$ cat config.mk
export PLATFORM = sky130hd
export DESIGN_NAME = sync_fifo_buffer
export DESIGN_NICKNAME = d
export VERILOG_FILES = /design/src/rtl/sync_fifo_buffer.sv
export SDC_FILE = /design/constraint.sdc
export NUM_CORES = 1
export LEC_CHECK = 0
export CORE_ASPECT_RATIO = 1.5
export CORE_UTILIZATION = 25
export DETAILED_ROUTE_END_ITERATION = 10
export PLACE_DENSITY = 0.44
export SKIP_CTS_REPAIR_TIMING = 1
export SLEW_MARGIN = 20
export SYNTH_ARGS = -nofsm -noshare
export SYNTH_HDL_FRONTEND = slang
export SYNTH_SLANG_ARGS = --single-unit
$ cat constraint.sdc
create_clock -name CLK -period 5 [get_ports CLK]
set_input_delay 0.75 -clock CLK [delete_from_list [all_inputs] [get_ports CLK]]
set_output_delay 0.75 -clock CLK [all_outputs]
set_load 0.1 [all_outputs]
$ cat src/rtl/sync_fifo_buffer.sv
// ---------------------------------------------------------------------------
// sync_fifo_buffer
//   Single-clock FIFO storage stage. Words written on the write port come back
//   in order on the read port one cycle after an accepted read. The stage
//   reports occupancy and full/empty flags, and pulses flags for rejected
//   requests. Storage is a plain array with a registered read so it maps onto
//   block RAM. The array is never reset; only pointers, count and outputs are.
//
// Ports
//   CLK        in   1        clock, all logic on the rising edge
//   reset      in   1        synchronous reset, active-high
//   wr_en      in   1        write request
//   din        in   WIDTH    write data, sampled when a write is accepted
//   rd_en      in   1        read request
//   dout       out  WIDTH    registered read data, holds when no read
//   dout_valid out  1        one-cycle pulse: dout carries a newly read word
//   full       out  1        count == DEPTH
//   empty      out  1        count == 0
//   count      out  AW+1     occupancy, 0..DEPTH
//   overflow   out  1        one-cycle pulse: write dropped (full, no read)
//   underflow  out  1        one-cycle pulse: read rejected (empty)
// ---------------------------------------------------------------------------
module sync_fifo_buffer #(
    parameter int WIDTH = 8,
    parameter int AW    = 5
) (
    input  logic             CLK,
    input  logic             reset,
    input  logic             wr_en,
    input  logic [WIDTH-1:0] din,
    input  logic             rd_en,
    output logic [WIDTH-1:0] dout,
    output logic             dout_valid,
    output logic             full,
    output logic             empty,
    output logic [AW:0]      count,
    output logic             overflow,
    output logic             underflow
);

    localparam int DEPTH = 2 ** AW;

    logic [WIDTH-1:0] mem [DEPTH];

    logic [AW-1:0]    wptr_reg;
    logic [AW-1:0]    rptr_reg;
    logic [AW:0]      count_reg;
    logic [AW:0]      count_next;
    logic             full_reg;
    logic             empty_reg;
    logic [WIDTH-1:0] dout_reg;
    logic             dout_valid_reg;
    logic             overflow_reg;
    logic             underflow_reg;

    logic             rd_ok;
    logic             wr_ok;

    // A read frees a slot in the same cycle, so a full FIFO still accepts a
    // write when a read is accepted alongside it.
    assign rd_ok = rd_en & ~empty_reg;
    assign wr_ok = wr_en & (~full_reg | rd_ok);

    always_comb begin
        count_next = count_reg;
        case ({wr_ok, rd_ok})
            2'b10:   count_next = count_reg + (AW+1)'(1);
            2'b01:   count_next = count_reg - (AW+1)'(1);
            default: count_next = count_reg;
        endcase
    end

    // Storage array: no reset so it can be inferred as block RAM. Reset still
    // blocks the write so a reset cycle leaves no side effects.
    always_ff @(posedge CLK) begin
        if (!reset && wr_ok) begin
            mem[wptr_reg] <= din;
        end
    end

    always_ff @(posedge CLK) begin
        if (reset) begin
            wptr_reg       <= '0;
            rptr_reg       <= '0;
            count_reg      <= '0;
            full_reg       <= 1'b0;
            empty_reg      <= 1'b1;
            dout_reg       <= '0;
            dout_valid_reg <= 1'b0;
            overflow_reg   <= 1'b0;
            underflow_reg  <= 1'b0;
        end else begin
            // Pointers wrap naturally at DEPTH because they are AW bits wide.
            if (wr_ok) begin
                wptr_reg <= wptr_reg + AW'(1);
            end
            // When full, rptr == wptr; the non-blocking read returns the old
            // word before the same-cycle write replaces it.
            if (rd_ok) begin
                dout_reg <= mem[rptr_reg];
                rptr_reg <= rptr_reg + AW'(1);
            end
            count_reg      <= count_next;
            // Flags come from the next count so they line up with count.
            full_reg       <= (count_next == (AW+1)'(DEPTH));
            empty_reg      <= (count_next == '0);
            dout_valid_reg <= rd_ok;
            overflow_reg   <= wr_en & ~wr_ok;
            underflow_reg  <= rd_en & empty_reg;
        end
    end

    assign dout       = dout_reg;
    assign dout_valid = dout_valid_reg;
    assign full       = full_reg;
    assign empty      = empty_reg;
    assign count      = count_reg;
    assign overflow   = overflow_reg;
    assign underflow  = underflow_reg;

endmodule
# Word level (Yosys, flattened, before mapping)
# Memories as Yosys holds them, arrays and structs flattened. A register that Yosys moved wholly into a read port is not among the register bits.
# Index checks and enable logic that the tools add are counted.
[totals] wordCells=30 mem_count=1 latchBits=0 romBits=0 ram_bits=256 inputBits=12 ff_bits=21 output_inout_bits=19
[mem_list] name="mem" words=32 width=8 rd=1 rd_ports_with_merged_regs=1 wr=1 line="43" rtl="logic [WIDTH-1:0] mem [DEPTH];"
[classes] n_mux=3 n_shift=0 n_div=0 add_sub_neg=4 n_lt_le_gt_ge=0 n_reduce_logical=3 n_eq_ne=3 mul=0 n_bitwise=8
[ops] cell="one-hot mux 6 bit (2 select lines)" n=1
[ops] cell="adder 5 x 1 -> 5 bit, second input constant" n=2
[ops] cell="adder 6 x 1 -> 6 bit, second input constant" n=1
[ops] cell="equality test 6 bit, second input constant" n=1
[ops] cell="zero test 6 bit" n=1
[ops] cell="subtractor 6 x 1 -> 6 bit, second input constant" n=1
[ops] cell="AND 1 bit" n=4
[ops] cell="inverter 1 bit" n=3
[ops] cell="equality test 2 x 1 -> 1 bit, second input constant" n=1
[ops] cell="equality test 2 bit, second input constant" n=1
[ops] cell="two-way mux 1 bit" n=2
[ops] cell="logical AND 1 bit" n=1
[ops] cell="zero test 1 bit" n=1
[ops] cell="bitwise OR 1 bit" n=1

# Logic depth before layout (Yosys ltp)
[logic_depth] ltp_word=7 ltp_mapped=13 mapped_depth_nobuf=11

# Worst setup path after synthesis
# No wires, ideal clock.
[synth_timing] kind="reg2reg" startpoint="reg empty_reg, in the netlist empty" endpoint="reg empty_reg, in the netlist empty" path_buffers=2 slack_ps=1426 t_required_ps=4885 synth_period_minus_slack_ps=3574 setup_ps=115 arrival_time_ps=3459 path_stages_with_launch=14 cell_sequence="dfxtp_1 -> nand2b_1 -> clkbuf_1 -> a21boi_1 -> inv_1 -> ha_1 -> clkbuf_1 -> xor2_1 -> ha_1 -> a211o_1 -> and4_1 -> a221o_1 -> and3_1 -> a31o_1"
[synth_via] elab_chain_cells=7 elab_cells_between_ends=8 cone_classes="2 x eq/ne; 1 x mux; 4 x bitwise; 1 x reduce/logical"
[synth_rtl] item="from (decl)" line="50" rtl="logic empty_reg;"
[synth_rtl] item="from (signal assigned)" line="106" rtl="empty_reg <= (count_next == '0);"
[synth_rtl] item="inverter 1 bit *" line="61" rtl="assign rd_ok = rd_en & ~empty_reg;"
[synth_rtl] item="AND 1 bit *" line="61"
[synth_rtl] item="bitwise OR 1 bit" line="62" rtl="assign wr_ok = wr_en & (~full_reg | rd_ok);"
[synth_rtl] item="AND 1 bit" line="62"
[synth_rtl] item="equality test 2 x 1 -> 1 bit / equality test 2 bit (equally long branches)" line="66" rtl="case ({wr_ok, rd_ok})"
[synth_rtl] item="one-hot mux 6 bit (2 select lines) *" line="66"
[synth_rtl] item="zero test 6 bit *" line="106"
# Every way passes the cells marked *; elsewhere a longest branch is shown, timed or not.
# A chain may end at the register's enable or synchronous reset.

# Worst setup path in the final report
[layout_timing] startpoint="in rd_en" endpoint="reg empty_reg, in the netlist empty"
[layout_via] elab_chain_cells=6 elab_cells_between_ends=7 cone_classes="2 x eq/ne; 1 x mux; 3 x bitwise; 1 x reduce/logical"
[layout_rtl] item="from (decl)" line="31" rtl="input logic rd_en,"
[layout_rtl] item="AND 1 bit *" line="61"
[layout_rtl] item="bitwise OR 1 bit" line="62"
[layout_rtl] item="AND 1 bit" line="62"
[layout_rtl] item="equality test 2 x 1 -> 1 bit / equality test 2 bit (equally long branches)" line="66"
[layout_rtl] item="one-hot mux 6 bit (2 select lines) *" line="66"
[layout_rtl] item="zero test 6 bit *" line="106"
# Marked as above.

==> impl_metrics.env <==
export IMPL_status="completed"
export IMPL_cts_buffers=28
export IMPL_grt_antenna_before_repair=0
export IMPL_powerDensity_mw_per_mm2=447
export IMPL_routedWlPerCell_um=21.3
export IMPL_ir_drop_v=0.000303
export IMPL_critPathMaxFanout=10
export IMPL_min_to="underflow"
export IMPL_finalNetCount=681
export IMPL_async_flop_share_pct=0
export IMPL_critPathCaptureType="flop"
export IMPL_fillers=4463
export IMPL_vias=5643
export IMPL_dp_slack_ns=0.932
export IMPL_viasPerCell=4.47
export IMPL_skew_ns=0.0245
export IMPL_setup_ws_ns=1.52
export IMPL_finalHoldViolCount=0
export IMPL_multi_input_area_mm2=0.00280
export IMPL_clock_sinks=285
export IMPL_finalSetupTns_ns=0
export IMPL_cts_htree_levels=1
export IMPL_drc=0
export IMPL_die_w_um=175
export IMPL_die_area_mm2=0.0460
export IMPL_drive_gt1_share_pct=16.6
export IMPL_synth_area_per_cell_um2=18.2
export IMPL_io_buffers=30
export IMPL_min_from="empty"
export IMPL_grt_total_usage_pct=12.0
export IMPL_r2r_cells=11
export IMPL_drv_slew=0
export IMPL_r2r_slack_ns=1.79
export IMPL_largest_reg_flops=256
export IMPL_whs_ns=0.460
export IMPL_cp_required_ns=5.45
export IMPL_yosys_register_bits=285
export IMPL_synth_edf_count=256
export IMPL_synth_top_area_share_pct=68.1
export IMPL_synth_nets=640
export IMPL_r2r_start="empty"
export IMPL_arrival_ns=3.93
export IMPL_grt_pass1_vias=5906
export IMPL_hold_path_class="reg -> reg"
export IMPL_core_area_mm2=0.0447
export IMPL_clkLatencyLatePin_ns=0.56
export IMPL_rows=95
export IMPL_routed_wirelength_mm=26.9
export IMPL_leakage_nw=4.03
export IMPL_ys_warn_count=0
export IMPL_start_kind="primary input"
export IMPL_synth_top_area_cell="edfxtp_1"
export IMPL_die_height_um=262
export IMPL_num_antenna_cells=0
export IMPL_tightestPinTransition_ns=1.03
export IMPL_cts_root_buffer="clkbuf_16"
export IMPL_rsz0062_at_grt="no"
export IMPL_max_clock_path_buffers=3
export IMPL_drtAntennaViolNets=0
export IMPL_r2r_end="empty"
export IMPL_crit_type="in -> reg"
export IMPL_period_share_pct=69.6
export IMPL_clk_pin_slew_ns=0.06
export IMPL_drv_cap=0
export IMPL_grt_max_degree=39
export IMPL_hpwlAfterDp_mm=17.0
export IMPL_synthCells=620
export IMPL_netlist_top_cells_area="edfxtp_1, mux4_2, dfxtp_1"
export IMPL_area_growth_pct=16.8
export IMPL_slew_headroom_pct=31.2
export IMPL_setup_viol=0
export IMPL_overflow=0
export IMPL_io_pins=31
export IMPL_synth_main_ff_cell="edfxtp_1"
export IMPL_place_congestion=0.717
export IMPL_fmax_mhz=288
export IMPL_cts_tree="done"
export IMPL_first_iter_violations=362
export IMPL_yosysSeqAreaShare_pct=73.3
export IMPL_fin_crit_ns=3.48
export IMPL_min_path_cells=2
export IMPL_grt_pass1_wl_mm=39.7
export IMPL_seq_area_mm2=0.00827
export IMPL_synth_distinct_cells=51
export IMPL_startpoint="rd_en"
export IMPL_drtPass1Iterations=4
export IMPL_syn_cell_area_mm2=0.0113
export IMPL_initial_core_util_pct=25.2
==> worst max-delay path: stages <==
cell and delay (ns):
clkdlybuf4s50_1 0.48, nand2b_1 0.14, a21boi_1 0.47, inv_1 0.12, ha_1 0.34, xor2_1 0.21, ha_1 0.23, a211o_1 0.31
and4_1 0.20, a221o_1 0.28, and3_1 0.18, a31o_1 0.21
==> cell families after synthesis <==
| family | synth area share (%) |
|---|---|
| fa+ha+maj | 0.887 |
| buf+inv | 1.91 |
| mux | 12.8 |
| simple gates | 4.66 |
| compound gates | 5.50 |
| flops | 73.3 |
| xor+xnor | 0.932 |
==> cell usage after synthesis (all sizes together), types with 2 or more instances <==
library cell and instances:
a2111oi 7, a211o 2, a21oi 19, a22o 14
a22oi 7, a31oi 3, and3 2, buf 17
clkbuf 19, dfxtp 29, edfxtp 256, ha 8
inv 5, mux2i 35, mux4 48, nand2 14
nand2b 4, nand3 4, nand3b 7, nand4 4
nor2 58, nor2b 5, nor3 3, o21ai 3
o221ai 8, o22ai 7, o31ai 3, or3b 2
xnor2 3, xor2 9
==> layer usage <==
| layer | vias to the layer above | global-route usage (%) | part of all wire, % |
|---|---|---|---|
| met2 | 109 | 22.6 | 54 |
| met4 | 0 | 4.44 | 2.6 |
| met3 | 40 | 1.68 | 3.6 |
| li1 | 2577 | - | - |
| met5 | - | 0 | 0 |
| met1 | 2917 | 13.7 | 40 |
==> where the power goes <==
group / total, mW / switching, mW / internal (mW)
Sequential: 2.75 / 0.105 / 2.65
Combinational: 1.02 / 0.628 / 0.388
Clock: 2.13 / 0.904 / 1.22
Total: 5.90 / 1.64 / 4.26
==> worst max path at each step <==
stage          slack (ns)  endpoint  cells after the start
2_1_floorplan        1.43     empty                     13
3_3_place_gp         1.00     empty                     12
3_5_place_dp         0.93     empty                     12
4_1_cts              1.53     empty                     12
5_1_grt              1.33     empty                     12
6_report             1.52     empty                     12
==> through the flow <==
stage               instances  util (%)  power, mW  cell area, um2
finish                   1263      29.5       5.90           13200
global route             1263      29.5       6.11           13200
CTS                      1263      29.5       5.98           13200
detailed placement       1213      27.4       3.84           12300
global placement         1213      27.4       3.85           12300
floorplan                 620         -       3.55           11300
==> layout make-up <==
cell class,count,share of cell area [%]
inverters,6,0.171
flip-flops and latches,285,62.8
clock buffers,33,5.70
multi-input cells,293,21.2
well taps,582,5.53
clock inverters,17,1.25
repair buffers,47,3.34
==> cell usage in the layout (no fill, tap or decap), drive strengths merged, types with 4 or more instances in the layout <==
cell type,n
buf,17
nand2,14
nand4,4
a22oi,7
mux4,48
clkinv,11
o22ai,7
a21oi,19
dfxtp,29
edfxtp,256
nor2,58
a2111oi,7
nor2b,5
o221ai,8
inv,7
ha,8
clkbuf,33
clkdlybuf4s50,30
nand2b,4
mux2i,35
nand3b,7
nand3,4
xor2,9
a22o,14
No activity file was read; power rests on OpenSTA's default activity.
==> patch 1: new RTL, same flow settings <==
Set the parameter `AW` to 6 (it was 5).
--- a/src/rtl/sync_fifo_buffer.sv
+++ b/src/rtl/sync_fifo_buffer.sv
@@ -22,7 +22,7 @@
 // ---------------------------------------------------------------------------
 module sync_fifo_buffer #(
     parameter int WIDTH = 8,
-    parameter int AW    = 5
+    parameter int AW    = 6
 ) (
     input  logic             CLK,
     input  logic             reset,
Interface: changed (resized count); port bits go from 31 to 32. The function was not compared with the original's and may differ.
==> patch 1 against the original RTL <==
  * Setup slack got worse by 0.055 ns
  * Power is 78% higher
  * Sequential cell count increased by 259
  * Synthesized cell count grew 80%
  * Via count rose by 89%
  * Largest power group unchanged
  * Combinational power grew 40%
  * Routed wire length increased by 110%
  * Area after synthesis grew 90%
  * Cell area grew 89%
==> patch 1: results (changes against the original RTL) <==
{| class="wikitable"
! Metric !! Value
|-
| Detailed router's first-iteration violation count || 576 (was 362)
|-
| Final net count || 1,213 (was 681)
|-
| Detail Placement HPWL || 35.8 mm (was 17.0 mm)
|-
| Wire length of the first global-routing pass || 81.0 mm (was 39.7 mm)
|-
| Highest net fanout along the worst path || 20 (was 10)
|-
| Wire length the detailed router placed on met1 || 22.8 mm (was 10.6 mm)
|-
| Worst VDD drop || 0.269 mV (was 0.303 mV)
|-
| Number of fill cells || 8,451 (was 4,463)
|-
| Status || finished, final reports clean (unchanged)
|-
| Top cell family by delay on the critical path || simple AND/OR/NAND/NOR gates (was compound AO/OA/AOI/OAI gates)
|-
| Port buffer count || 31 (was 30)
|-
| Final core occ || 29.3% (was 29.5%)
|-
| Seq/Total Area, Yosys || 74.7% (was 73.3%)
|-
| Net count after synthesis || 1,133 (was 640)
|-
| Clock buffers created by TritonCTS || 49 (was 28)
|-
| Leakage power of the design || 7.50 nW (was 4.03 nW)
|-
| Top cells by instance count after synthesis || sky130_fd_sc_hd__edfxtp_1 (512), sky130_fd_sc_hd__nor2_1 (93), sky130_fd_sc_hd__mux4_2 (91), sky130_fd_sc_hd__mux2i_1 (68), sky130_fd_sc_hd__dfxtp_1 (32) (was sky130_fd_sc_hd__edfxtp_1 (256), sky130_fd_sc_hd__nor2_1 (58), sky130_fd_sc_hd__mux4_2 (44), sky130_fd_sc_hd__mux2i_1 (35), sky130_fd_sc_hd__dfxtp_1 (29))
|-
| Multiplexer area fraction after synthesis || 14.2% (was 12.8%)
|-
| Global routing met1 resource utilization || 15.7% (was 13.7%)
|-
| Syn Area/Cell || 19.2 µm² (was 18.2 µm²)
|-
| Net Sw Power || 0.00266 W (was 0.00164 W)
|-
| Total Wirelength || 56.2 mm (was 26.9 mm)
|-
| Count of flip-flops with a built-in enable after synthesis || 512 (was 256)
|-
| Global-route met3 utilization || 1.36% (was 1.68%)
|-
| Switching share of total power || 25.4% (was 27.8%)
|-
| Flip-flop count of the largest register, all copies and words added || 512 (was 256)
|-
| Worst-skew pair later-pin latency || 0.60 ns (was 0.56 ns)
|}
patch 1: cell types whose count changed in the layout (fill, tap and decap cells not counted), moves of 22 or more:
cell / delta
sky130_fd_sc_hd__mux2i_1: +33
sky130_fd_sc_hd__clkbuf_16: +22
sky130_fd_sc_hd__mux4_2: +47
sky130_fd_sc_hd__nor2_1: +35
sky130_fd_sc_hd__edfxtp_1: +256
sky130_fd_sc_hd__a22oi_1: +22
sky130_fd_sc_hd__buf_4: +45
patch 1: worst paths after layout:
check	from	end	slack, ns	cells past startpoint
worst max-delay path	rd_en	full	1.47	13
worst min register to register	empty	underflow	0.46	2
worst max register to register	rptr_reg[1]	dout[4]	1.51	7
worst min-delay path	empty	underflow	0.46	2
patch 1: cell type report:
cell class / instances / area share (%)
Clock buffer: 61 / 5.45
Clock inverter: 30 / 1.17
Multi-Input combinational cell: 505 / 20.2
Sequential cell: 544 / 64.5
Inverter: 5 / 0.0755
Tap cell: 1130 / 5.69
Timing Repair Buffer: 91 / 2.97
==> patch 2: new RTL, same flow settings <==
Without the edit above. The output `overflow` loses its register stage (`overflow_reg` becomes a continuous assignment).
--- a/src/rtl/sync_fifo_buffer.sv
+++ b/src/rtl/sync_fifo_buffer.sv
@@ -87,7 +87,6 @@
             empty_reg      <= 1'b1;
             dout_reg       <= '0;
             dout_valid_reg <= 1'b0;
-            overflow_reg   <= 1'b0;
             underflow_reg  <= 1'b0;
         end else begin
             // Pointers wrap naturally at DEPTH because they are AW bits wide.
@@ -105,10 +104,11 @@
             full_reg       <= (count_next == (AW+1)'(DEPTH));
             empty_reg      <= (count_next == '0);
             dout_valid_reg <= rd_ok;
-            overflow_reg   <= wr_en & ~wr_ok;
             underflow_reg  <= rd_en & empty_reg;
         end
     end
+
+    assign overflow_reg = wr_en & ~wr_ok;
 
     assign dout       = dout_reg;
     assign dout_valid = dout_valid_reg;
Formal check against the unedited RTL: same outputs for any inputs over 4 cycles, from zero or initial values and one cycle with reset high; that may be too few to reach the edited logic, so the function may still have changed.
==> patch 2 against the original RTL <==
  * Routed wire length decreased by 8.3%
  * Setup slack got worse by 0.087 ns
  * Area after synthesis decreased by 0.17%
  * Cell area decreased by 1.5%
  * Sequential cell count decreased by 1
  * Core utilization about the same
  * Fmax decreased by 2.4%
  * Power decreased by 3.6%
  * Synthesized cell count decreased by 0.65%
  * Critical endpoint unchanged
  * Largest cell class unchanged
==> patch 2: results (changes against the original RTL) <==
{| class="wikitable"
! Metric !! Value
|-
| Number of global-route vias before repair || 6,151 (was 5,906)
|-
| Worst Skew || 0.0209 ns (was 0.0245 ns)
|-
| Status || finished, final reports clean (unchanged)
|-
| Worst Path Arrival || 4.00 ns (was 3.93 ns)
|-
| GR Util All Layers || 11.0% (was 12.0%)
|-
| Pin count of the biggest net entering global routing || 44 (was 39)
|-
| Share of final-layout standard cells stronger than drive strength 1 || 16.8% (was 16.6%)
|-
| Detailed router's first-iteration violation count || 384 (was 362)
|-
| Post-detailed-route wirelength per cell || 19.8 µm (was 21.3 µm)
|-
| Leakage power of the design || 3.96 nW (was 4.03 nW)
|-
| Int Pwr || 0.00411 W (was 0.00426 W)
|-
| Detail Placement HPWL || 16.5 mm (was 17.0 mm)
|-
| Last weighted congestion value of the routability-driven placer || 0.729 (was 0.717)
|-
| Worst-case headroom to the max-slew limit || 31.9% (was 31.2%)
|-
| Antenna violations before repair || 0 (unchanged)
|-
| Distinct cell type count of the synthesized netlist || 53 (was 51)
|-
| Net count after synthesis || 636 (was 640)
|-
| CTS H-tree depth || 1 (unchanged)
|-
| Pre-CTS setup slack || 0.890 ns (was 0.932 ns)
|-
| Leading post-synthesis cells by cell area || sky130_fd_sc_hd__edfxtp_1 (68%), sky130_fd_sc_hd__mux4_2 (8.8%), sky130_fd_sc_hd__dfxtp_1 (5.0%), sky130_fd_sc_hd__mux2i_1 (3.1%), sky130_fd_sc_hd__nor2_1 (1.7%) (was sky130_fd_sc_hd__edfxtp_1 (68%), sky130_fd_sc_hd__mux4_2 (8.8%), sky130_fd_sc_hd__dfxtp_1 (5.1%), sky130_fd_sc_hd__mux2i_1 (3.1%), sky130_fd_sc_hd__nor2_1 (1.9%))
|-
| Clock buffers created by TritonCTS || 26 (was 28)
|-
| Top cells by instance count after synthesis || sky130_fd_sc_hd__edfxtp_1 (256), sky130_fd_sc_hd__nor2_1 (52), sky130_fd_sc_hd__mux4_2 (44), sky130_fd_sc_hd__mux2i_1 (35), sky130_fd_sc_hd__dfxtp_1 (28) (was sky130_fd_sc_hd__edfxtp_1 (256), sky130_fd_sc_hd__nor2_1 (58), sky130_fd_sc_hd__mux4_2 (44), sky130_fd_sc_hd__mux2i_1 (35), sky130_fd_sc_hd__dfxtp_1 (29))
|-
| Cell at the root of the clock tree || sky130_fd_sc_hd__clkbuf_16 (unchanged)
|-
| Final net count || 668 (was 681)
|-
| Worst VDD drop || 0.384 mV (was 0.303 mV)
|-
| Number of detailed-route iterations in the first pass || 6 (was 4)
|-
| Seq/Total Area, Yosys || 73.2% (was 73.3%)
|}
[patch 2: power by group through the flow]
stage | Sequential [W] | Combinational [W] | Clock [W]
detailed placement | 0.00281 | 0.000996 | 0
finish | 0.00275 | 0.000978 | 0.00196
CTS | 0.00276 | 0.000999 | 0.00201
global route | 0.00277 | 0.00104 | 0.00209
global placement | 0.00280 | 0.000987 | 0
floorplan | 0.00297 | 0.000574 | 0
[patch 2: critical path, stage by stage]
cell and delay (ns):
sky130_fd_sc_hd__clkdlybuf4s50_1 0.47, sky130_fd_sc_hd__nand2b_1 0.13, sky130_fd_sc_hd__a21boi_1 0.46, sky130_fd_sc_hd__inv_1 0.19, sky130_fd_sc_hd__ha_1 0.36, sky130_fd_sc_hd__xor2_1 0.21, sky130_fd_sc_hd__ha_1 0.24, sky130_fd_sc_hd__a211o_1 0.31
sky130_fd_sc_hd__and4_1 0.21, sky130_fd_sc_hd__a221o_1 0.29, sky130_fd_sc_hd__and3_1 0.17, sky130_fd_sc_hd__a31o_1 0.21
[patch 2: layer usage]
| metal | up-vias | share of wire [%] | track usage (%) | routed length (µm) |
|---|---|---|---|---|
| met5 | - | 0 | 0 | 0 |
| met2 | 110 | 56 | 21.4 | 13700 |
| met1 | 2878 | 38 | 12.1 | 9360 |
| met3 | 35 | 3.3 | 1.10 | 804 |
| met4 | 0 | 3.0 | 4.47 | 750 |
| li1 | 2536 | - | - | - |
[patch 2: through the flow]
step | instance area (µm²) | std cells | hold WS (ns) | utilization [%] | power (W)
after floorplan | 11300 | 616 | 0.482 | - | 0.00355
after global placement | 12200 | 1196 | 0.460 | 27.6 | 0.00379
after detailed placement | 12200 | 1196 | 0.456 | 27.6 | 0.00380
after CTS | 13000 | 1244 | 0.474 | 29.5 | 0.00576
after global routing | 13000 | 1244 | 0.500 | 29.4 | 0.00590
final | 13000 | 1244 | 0.465 | 29.4 | 0.00568
[patch 2: path summary, 6_finish.rpt]
check | slack, ns | start | depth (start not counted) | to
worst max-delay path | 1.44 | rd_en | 12 | empty
worst min register to register | 0.47 | empty | 2 | underflow
worst min-delay path | 0.47 | empty | 2 | underflow
worst max register to register | 1.70 | empty | 11 | empty
[patch 2: layout make-up]
class / instances / area (µm²)
clock inverter: 15 / 144
clock buffer: 33 / 697
timing repair buffer: 39 / 343
inverter: 6 / 22.5
tap: 576 / 721
multi-input combinational: 291 / 2810
fill: 4307 / 31100
sequential: 284 / 8250
[patch 2: kinds of logic after synthesis]
| kind of cell | count (synthesis) | synth area share [%] |
|---|---|---|
| AO/OA/AOI/OAI | 79 | 5.47 |
| XOR/XNOR | 12 | 0.933 |
| adder cells (fa/ha/maj) | 8 | 0.889 |
| buffers and inverters | 41 | 1.88 |
| flip-flops | 284 | 73.2 |
| multiplexers | 83 | 12.8 |
| AND/OR/NAND/NOR | 109 | 4.76 |
